`src/rtl/spi_master_ctrl.sv`:
```
// SPI mode-0 master for the SafetyBoard link: frames {cmd, addr, data, chk}, captures the reply
// and issues idle sclk pulses with cs_n high so the slave re-arms its frame counters.
module spi_master_ctrl #(
  parameter int unsigned CLK_DIV    = 4,
  parameter int unsigned GAP_PULSES = 2
) (
  input  logic       clk,
  input  logic       rst,
  input  logic       req_valid,
  output logic       req_ready,
  input  logic [7:0] req_cmd,
  input  logic [7:0] req_addr,
  input  logic [7:0] req_data,
  input  logic       req_bad_chk,
  output logic       rsp_valid,
  output logic [7:0] rsp_data,
  output logic [7:0] rsp_rx_chk,
  output logic       rsp_chk_ok,
  output logic       busy,
  output logic       sclk,
  output logic       cs_n,
  output logic       mosi,
  input  logic       miso
);

  localparam int unsigned CntW = $clog2(CLK_DIV);
  localparam int unsigned GapW = (GAP_PULSES > 1) ? $clog2(GAP_PULSES) : 1;
  localparam logic [CntW-1:0] CntMax = CntW'(CLK_DIV - 1);
  localparam logic [GapW-1:0] GapMax = GapW'(GAP_PULSES - 1);

  // StDone is the single rsp_valid cycle between HOLD and GAP.
  typedef enum logic [2:0] {
    StIdle,
    StSetup,
    StShift,
    StHold,
    StDone,
    StGap
  } state_e;

  state_e          state_q, state_d;
  logic [CntW-1:0] cnt_q, cnt_d;
  logic            half_q, half_d;
  logic [4:0]      bit_q, bit_d;
  logic [GapW-1:0] gap_q, gap_d;
  logic [31:0]     tx_q, tx_d;
  logic [15:0]     rx_q, rx_d;
  logic [7:0]      cmd_q, cmd_d;
  logic [7:0]      addr_q, addr_d;
  logic [7:0]      rsp_data_q, rsp_data_d;
  logic [7:0]      rsp_rx_chk_q, rsp_rx_chk_d;
  logic            rsp_chk_ok_q, rsp_chk_ok_d;
  logic            tick;
  logic [7:0]      chk;

  always_ff @(posedge clk) begin
    if (rst) begin
      state_q      <= StGap;
      cnt_q        <= '0;
      half_q       <= 1'b0;
      bit_q        <= '0;
      gap_q        <= '0;
      tx_q         <= '0;
      rx_q         <= '0;
      cmd_q        <= '0;
      addr_q       <= '0;
      rsp_data_q   <= '0;
      rsp_rx_chk_q <= '0;
      rsp_chk_ok_q <= 1'b0;
    end else begin
      state_q      <= state_d;
      cnt_q        <= cnt_d;
      half_q       <= half_d;
      bit_q        <= bit_d;
      gap_q        <= gap_d;
      tx_q         <= tx_d;
      rx_q         <= rx_d;
      cmd_q        <= cmd_d;
      addr_q       <= addr_d;
      rsp_data_q   <= rsp_data_d;
      rsp_rx_chk_q <= rsp_rx_chk_d;
      rsp_chk_ok_q <= rsp_chk_ok_d;
    end
  end

  always_comb begin
    tick         = (cnt_q == CntMax);
    chk          = req_cmd ^ req_addr ^ req_data;
    state_d      = state_q;
    cnt_d        = tick ? '0 : cnt_q + CntW'(1);
    half_d       = half_q;
    bit_d        = bit_q;
    gap_d        = gap_q;
    tx_d         = tx_q;
    rx_d         = rx_q;
    cmd_d        = cmd_q;
    addr_d       = addr_q;
    rsp_data_d   = rsp_data_q;
    rsp_rx_chk_d = rsp_rx_chk_q;
    rsp_chk_ok_d = rsp_chk_ok_q;
    req_ready    = 1'b0;
    sclk         = 1'b0;
    cs_n         = 1'b1;
    mosi         = 1'b0;

    unique case (state_q)
      StIdle: begin
        req_ready = 1'b1;
        cnt_d     = '0;
        half_d    = 1'b0;
        if (req_valid) begin
          tx_d    = {req_cmd, req_addr, req_data, req_bad_chk ? ~chk : chk};
          cmd_d   = req_cmd;
          addr_d  = req_addr;
          state_d = StSetup;
        end
      end
      StSetup: begin
        cs_n = 1'b0;
        mosi = tx_q[31];
        if (tick) begin
          state_d = StShift;
          bit_d   = '0;
          half_d  = 1'b0;
        end
      end
      StShift: begin
        cs_n = 1'b0;
        mosi = tx_q[31];
        sclk = half_q;
        if (tick) begin
          if (!half_q) begin
            // Sample on the same edge that raises sclk.
            half_d = 1'b1;
            rx_d   = {rx_q[14:0], miso};
          end else begin
            half_d = 1'b0;
            if (bit_q == 5'd31) begin
              state_d = StHold;
            end else begin
              bit_d = bit_q + 5'd1;
              tx_d  = {tx_q[30:0], 1'b0};
            end
          end
        end
      end
      StHold: begin
        cs_n = 1'b0;
        mosi = tx_q[31];
        if (tick) begin
          rsp_data_d   = rx_q[15:8];
          rsp_rx_chk_d = rx_q[7:0];
          rsp_chk_ok_d = (rx_q[7:0] == (cmd_q ^ addr_q ^ rx_q[15:8]));
          state_d      = StDone;
        end
      end
      StDone: begin
        cnt_d   = '0;
        half_d  = 1'b0;
        gap_d   = '0;
        state_d = StGap;
      end
      StGap: begin
        sclk = half_q;
        if (tick) begin
          if (!half_q) begin
            half_d = 1'b1;
          end else begin
            half_d = 1'b0;
            if (gap_q == GapMax) begin
              state_d = StIdle;
            end else begin
              gap_d = gap_q + GapW'(1);
            end
          end
        end
      end
      default: begin
        state_d = StGap;
        cnt_d   = '0;
        half_d  = 1'b0;
        gap_d   = '0;
      end
    endcase
  end

  assign rsp_valid  = (state_q == StDone);
  assign busy       = (state_q != StIdle);
  assign rsp_data   = rsp_data_q;
  assign rsp_rx_chk = rsp_rx_chk_q;
  assign rsp_chk_ok = rsp_chk_ok_q;

endmodule

```
`config.mk`:
```
export PLATFORM = sky130hd
export DESIGN_NAME = spi_master_ctrl
export DESIGN_NICKNAME = d
export VERILOG_FILES = /design/src/rtl/spi_master_ctrl.sv
export SDC_FILE = /design/constraint.sdc
export NUM_CORES = 1
export LEC_CHECK = 0
export CAP_MARGIN = 25
export CORE_ASPECT_RATIO = 1.1
export CORE_MARGIN = 5
export CORE_UTILIZATION = 40
export DETAILED_ROUTE_END_ITERATION = 6
export GPL_TIMING_DRIVEN = 0
export PLACE_DENSITY = 0.71
export RECOVER_POWER = 25
export SYNTH_ARGS = -nofsm -noshare
export SYNTH_HDL_FRONTEND = slang
export SYNTH_SLANG_ARGS = --single-unit
```
`constraint.sdc`:
```
create_clock -name clk -period 3.9 [get_ports clk]
set_input_delay 0.975 -clock clk [delete_from_list [all_inputs] [get_ports clk]]
set_output_delay 0.975 -clock clk [all_outputs]
set_load 0.02 [all_outputs]
```
==> results of run 1 <==
-- layer usage --
layer	vias up	part of all wire, %	GRT usage, %	wire length [um]
met5	-	0	0	0
li1	1917	-	-	-
met4	0	2.3	6.95	246
met2	111	47	27.8	4960
met3	19	5.3	4.83	564
met1	1820	46	22.1	4840
-- area by class of cell --
type	count	area [um2]
timing repair buffer	49	490
sequential	93	1860
clock buffer	11	253
buffer	41	175
inverter	7	26.3
multi-input combinational	396	2150
clock inverter	5	43.8
fill	1020	5170
tap	143	179
-- path summary, 6_finish.rpt --
| kind | startpoint | endpoint | slack, ns | cells after the start |
|---|---|---|---|---|
| setup / recovery | state_q[1] | sclk | 0.55 | 6 |
| hold / removal | cnt_q[0] | cnt_q[0] | 0.42 | 1 |
| setup reg to reg | bit_q[0] | tx_q[14] | 1.58 | 9 |
| hold reg to reg | cnt_q[0] | cnt_q[0] | 0.42 | 1 |
-- stage by stage --
step / hold WS, ns / util, % / std cells
3_5_place_dp: 0.411 / 47.2 / 729
4_1_cts: 0.427 / 50.1 / 745
5_1_grt: 0.468 / 50.1 / 745
6_report: 0.424 / 50.1 / 745
2_1_floorplan: 0.399 / - / 537
3_3_place_gp: 0.410 / 47.2 / 729
-- worst reg2reg max path: stages, from the launching register on --
cell and delay [ns]:
sky130_fd_sc_hd__dfxtp_1 0.34, sky130_fd_sc_hd__ha_1 0.21, sky130_fd_sc_hd__and3_1 0.19, sky130_fd_sc_hd__ha_1 0.21, sky130_fd_sc_hd__inv_1 0.06, sky130_fd_sc_hd__a41oi_1 0.13
sky130_fd_sc_hd__nor3_1 0.26, sky130_fd_sc_hd__clkbuf_1 0.42, sky130_fd_sc_hd__nor2_1 0.09, sky130_fd_sc_hd__a311oi_1 0.30
-- cells in the mapped netlist, drive strengths merged (3+ instances only) --
cell type,instances
dfxtp,93
ha,3
nor2,33
nor3,6
nand2,166
nor2b,4
a211oi,4
o21ai,6
a311oi,25
xor2,11
o211ai,7
inv,7
clkbuf,22
a21oi,64
xnor2,39
buf,19
nand3,5
-- state kept, by name, indices dropped and copies added, names as in the netlist, named ones only --
register / cells
cnt_q: 2
rsp_data: 8
bit_q: 5
tx_q: 32
cmd_q: 8
addr_q: 8
gap_q: 1
rsp_rx_chk: 8
state_q: 2
half_q: 1
rsp_chk_ok: 1
rx_q: 16
-- cells by family (layout without fill, tap and decap cells) --
family                   after synthesis  after routing  synth area share [%]
AND/OR/NAND/NOR                      228            228                  22.3
AO/OA/AOI/OAI                        114            114                  17.2
flip-flops                            93             93                  44.2
XOR/XNOR                              50             50                  10.4
buffers and inverters                 48            113                  4.87
adder cells (fa/ha/maj)                3              3                 0.890
multiplexers                           1              1                 0.237
-- power breakdown --
part	switching (mW)	internal, mW	total [mW]	leakage [nW]
Clock	0.379	0.473	0.853	0.140
Combinational	0.0708	0.0610	0.132	0.877
Sequential	0.00130	0.953	0.955	0.749
==> metrics.log, run 1 <==
INFO  metric synth-async-reset-ratio = 0%
INFO  metric rsz0062_at_grt = false
INFO  metric critPathMaxStageDelay = 0.61 ns
INFO  metric detail_route.iter0.violations = 264
INFO  metric timing.final.max_slew_violations = 0
INFO  metric area_delta_synth_final = 22.8%
INFO  metric maxClockFrequency = 299 MHz
INFO  metric critical_path.cell_chain = buf_2, inv_1, nor3_4, a21oi_1, nor2b_1, clkdlybuf4s50_1
INFO  metric clk_pin_slew = 0.06 ns
INFO  metric mostFrequentLayoutCell = sky130_fd_sc_hd__nand2_1
INFO  metric synth_sequential_area_ratio = 44.2%
INFO  metric cts-resized-gates = 0
INFO  metric yosysWarningCount = 0
INFO  metric run_status = completed
INFO  metric synthDominantCellAreaShare = 44.2%
INFO  metric antenna-diode-count = 0
INFO  metric synthesized_flop_and_latch_total = 93
INFO  metric cts_made_buffers = 9
INFO  metric post-place-ws = 0.926 ns
INFO  metric cts_htree_levels = 3
INFO  metric worstPathMaxFanout = 10
INFO  metric commonest_cells_after_routing_fill_and_taps_aside = sky130_fd_sc_hd__nand2_1, sky130_fd_sc_hd__dfxtp_1, sky130_fd_sc_hd__a21oi_1
INFO  metric vias = 3867
INFO  metric total_leakage_power = 1.77 nW
INFO  metric synthesis.area = 0.00422 mm2
INFO  metric design_power_total = 1.94 mW
INFO  metric floorplan.core_area = 0.0103 mm2
INFO  metric drt.antenna.violating_nets = 0
INFO  metric data_arrival_time_at_the_worst_slack_endpoint = 2.37 ns
INFO  metric tritoncts_clock_tree = yes
INFO  metric gr-total-overflow = 0
INFO  metric final_nets = 629
INFO  metric endpoint_kind = primary output
INFO  metric critical_path.n_buffers_inverters = 3
INFO  metric hold_viol_final = 0
INFO  metric critPathRequiredTime = 2.92 ns
INFO  metric timing.critical_path.slowest_stage_cell = sky130_fd_sc_hd__clkdlybuf4s50_1
INFO  metric cpLargestDelayFamily = buffers and inverters
INFO  metric fp-row-count = 39
INFO  metric worstSetupPathType = reg -> out
INFO  metric die_height = 118 um
INFO  metric prevailing_post_synth_register_cell = sky130_fd_sc_hd__dfxtp_1
INFO  metric post-cts-setup-buffers = 0
INFO  metric postSynthCellCount = 537
INFO  metric routed_via_density = 5.19
INFO  metric cap_violations = 0
INFO  metric cp-start-kind = flop
INFO  metric period_needed = 3.35 ns
INFO  metric grt_first_pass_wirelength = 17.8 mm
INFO  metric grt_util_all_layers = 17.4%
INFO  metric avgRoutedWirePerCell = 14.2 um
INFO  metric wl = 10.6 mm
INFO  metric placement.io_buffers = 49
INFO  metric die_width = 108 um
INFO  metric finalSetupViolCount = 0
INFO  metric synth_area_leaders = sky130_fd_sc_hd__dfxtp_1, sky130_fd_sc_hd__nand2_1, sky130_fd_sc_hd__xnor2_1, sky130_fd_sc_hd__a21oi_1, sky130_fd_sc_hd__a311oi_1
INFO  metric vdd_drop_max = 215 uV
INFO  metric starting_density = 40.8%
INFO  metric number_of_synthesized_flops_with_an_enable_pin = 0
INFO  metric final_layout_size_suffix_gt1_share = 5.98%
INFO  metric finClkSkew = 0.00565 ns
INFO  metric clk-insertion-delay-late = 0.34 ns
INFO  metric grt_start_max_net_pins = 17
INFO  metric place_hpwl = 8.07 mm
INFO  metric postCtsHoldBufs = 0
INFO  metric finalInstanceArea = 0.00518 mm2
INFO  metric setup_tns = 0 ns
INFO  metric tritoncts_num_sinks = 93
INFO  metric tightest_slew = 0.576 ns
INFO  metric drt_drc_violations_left = 0
INFO  metric dr.pass1.iters = 5
INFO  metric post-route-period-util = 85.8%
INFO  metric dpl_cell_area = 0.00489 mm2
INFO  metric cts.path.max_buffers = 2
INFO  metric number_of_antenna_violations_at_the_first_check_in_global_routing = 0
INFO  metric gp_routability_congestion = 0.880
INFO  metric first_global_vias = 3784
INFO  metric yosys.cell_types.count = 39
INFO  metric min_path_type = reg -> reg
INFO  metric synthesized_net_count = 569
INFO  metric max-slew-margin-rel = 61.3%
INFO  metric io_pins = 52
INFO  metric post_synth.cell_area_avg = 7.85 um2
INFO  metric p_per_area = 374 mW/mm2
INFO  metric postLayoutSetupSlackWorst = 0.554 ns
INFO  metric netlist.top_cell.by_area = sky130_fd_sc_hd__dfxtp_1
INFO  metric cts-root-buf = sky130_fd_sc_hd__clkbuf_16
INFO  metric design.die.area = 0.0127 mm2
(Power assumes the default switching activity.)
==> run 2, diff against run 1 <==
Settings changed: CTS_CLUSTER_DIAMETER from default to 100, DONT_BUFFER_PORTS from default to 1, PLACE_DENSITY 0.71 to 0.64.
==> run 2 against run 1 <==
Fmax up 4.1%; cell count decreased by 6.4%; combinational power fell by 31%; sequential cell count unchanged; register-to-register slack improved by 0.04 ns; sequential power about the same; non-clock buffer count fell by 48; final area shrank 9.1%; critical path depth is 2 lower; clock skew increased by 0.0053 ns; clock power is 5.3% higher; largest power group unchanged.
==> metrics.log, run 2 (synthesized netlist as in run 1, its figures left out) <==
INFO  metric run_status = completed
INFO  metric die_width = 108 um
INFO  metric grt_first_pass_wirelength = 17.3 mm
INFO  metric gp_routability_congestion = 0.830
INFO  metric setup.worst_path.end = mosi
INFO  metric critPathRequiredTime = 2.92 ns
INFO  metric vias = 3629
INFO  metric worstPathMaxFanout = 10
INFO  metric starting_density = 40.8%
INFO  metric avgRoutedWirePerCell = 14.8 um
INFO  metric post-place-ws = 1.19 ns
INFO  metric drt_drc_violations_left = 0
INFO  metric tightest_slew = 0.735 ns
INFO  metric r2r_setup_slack = 1.62 ns
INFO  metric worst_slack_on_hold_paths = 0.426 ns
INFO  metric postLayoutSetupSlackWorst = 0.687 ns
INFO  metric data_arrival_time_at_the_worst_slack_endpoint = 2.24 ns
INFO  metric io_pins = 52
INFO  metric first_global_vias = 3569
INFO  metric p_per_area = 413 mW/mm2
INFO  metric cts-resized-gates = 0
INFO  metric vdd_drop_max = 213 uV
INFO  metric period_needed = 3.21 ns
INFO  metric routed_via_density = 5.21
INFO  metric gr-total-overflow = 0
INFO  metric min_path_type = reg -> reg
INFO  metric endpoint_kind = primary output
INFO  metric max-slew-margin-rel = 50.5%
INFO  metric maxClockFrequency = 311 MHz
INFO  metric timing.rr.end = tx_q[24]
INFO  metric area_delta_synth_final = 11.6%
INFO  metric cap_violations = 0
INFO  metric antenna-diode-count = 0
INFO  metric largestRegisters = tx_q (32), rx_q (16)
INFO  metric r2r-start = bit_q[0]
INFO  metric final_nets = 581
INFO  metric tritoncts_num_sinks = 93
INFO  metric hold_viol_final = 0
INFO  metric rr_worst_depth = 10
INFO  metric place_hpwl = 7.87 mm
INFO  metric finClkSkew = 0.0109 ns
INFO  metric die_height = 118 um
INFO  metric cts_htree_levels = 3
INFO  metric finalSetupViolCount = 0
INFO  metric floorplan.core_area = 0.0103 mm2
INFO  metric total_leakage_power = 1.60 nW
INFO  metric worstSetupPathType = reg -> out
INFO  metric postCtsHoldBufs = 0
INFO  metric critical_path.startpoint = state_q[0]
INFO  metric grt_util_all_layers = 16.9%
INFO  metric design_power_total = 1.94 mW
INFO  metric mostFrequentLayoutCell = sky130_fd_sc_hd__nand2_1
INFO  metric number_of_antenna_violations_at_the_first_check_in_global_routing = 0
INFO  metric final_layout_size_suffix_gt1_share = 6.50%
INFO  metric largest_reg_flops = 32
INFO  metric detail_route.iter0.violations = 147
INFO  metric cp-start-kind = flop
INFO  metric nFillCells = 1073
INFO  metric dr.pass1.iters = 5
INFO  metric commonest_cells_after_routing_fill_and_taps_aside = sky130_fd_sc_hd__nand2_1, sky130_fd_sc_hd__dfxtp_1, sky130_fd_sc_hd__a21oi_1
INFO  metric fp-row-count = 39
INFO  metric post-route-period-util = 82.4%
INFO  metric grt_start_max_net_pins = 17
INFO  metric cts_made_buffers = 9
INFO  metric design.die.area = 0.0127 mm2
INFO  metric clk_pin_slew = 0.06 ns
INFO  metric wl = 10.3 mm
INFO  metric multi_input_area = 0.00215 mm2
INFO  metric rsz0062_at_grt = false
INFO  metric clk-insertion-delay-late = 0.34 ns
INFO  metric largest-register = tx_q
INFO  metric cts-root-buf = sky130_fd_sc_hd__clkbuf_16
INFO  metric ff_latch_area = 0.00186 mm2
INFO  metric post-cts-setup-buffers = 0
INFO  metric placement.io_buffers = 0
INFO  metric drt.antenna.violating_nets = 0
INFO  metric timing.final.max_slew_violations = 0
INFO  metric cts.path.max_buffers = 2
INFO  metric setup_tns = 0 ns
INFO  metric tritoncts_clock_tree = yes
==> run 2: cell type report <==
type	count	share of cell area, %
multi-input cells	396	45.7
flip-flops and latches	93	39.6
clock buffers	11	5.16
well taps	143	3.80
plain buffers	41	3.72
clock inverters	5	1.44
inverters	7	0.558
repair buffers	1	0.106
==> run 2: worst min path at each step <==
stage             start  depth (start not counted)  endpoint  slack [ns]
3_3_place_gp   cnt_q[0]                          1  cnt_q[0]        0.41
2_1_floorplan  cnt_q[0]                          1  cnt_q[0]        0.40
5_1_grt        cnt_q[0]                          1  cnt_q[0]        0.47
4_1_cts        cnt_q[0]                          1  cnt_q[0]        0.43
3_5_place_dp   cnt_q[0]                          1  cnt_q[0]        0.41
6_report       cnt_q[0]                          1  cnt_q[0]        0.43
==> run 2: stage by stage <==
step	instances	cell area [um2]	utilization [%]
floorplan	537	4220	-
finish	697	4710	45.5
detailed placement	680	4400	42.5
global route	697	4710	45.5
CTS	696	4710	45.5
global placement	680	4400	42.5
==> run 2: power breakdown <==
group	internal, mW	switching [mW]	leakage, nW
logic	0.0378	0.0538	0.701
registers	0.953	0.00147	0.749
clock network	0.524	0.374	0.152
==> run 2: critical path, stage by stage (launching register included) <==
cell	delay, ns
sky130_fd_sc_hd__dfxtp_1	0.36
sky130_fd_sc_hd__clkbuf_1	0.37
sky130_fd_sc_hd__clkbuf_1	0.39
sky130_fd_sc_hd__o21ai_0	0.36
sky130_fd_sc_hd__nor2_1	0.41
==> run 2: layer usage <==
layer	routed length, um	vias up	global-route usage [%]
li1	-	1827	-
met1	4630	1702	21.3
met2	4840	92	27.2
met3	706	8	5.32
met4	114	0	5.52
met5	0	-	0
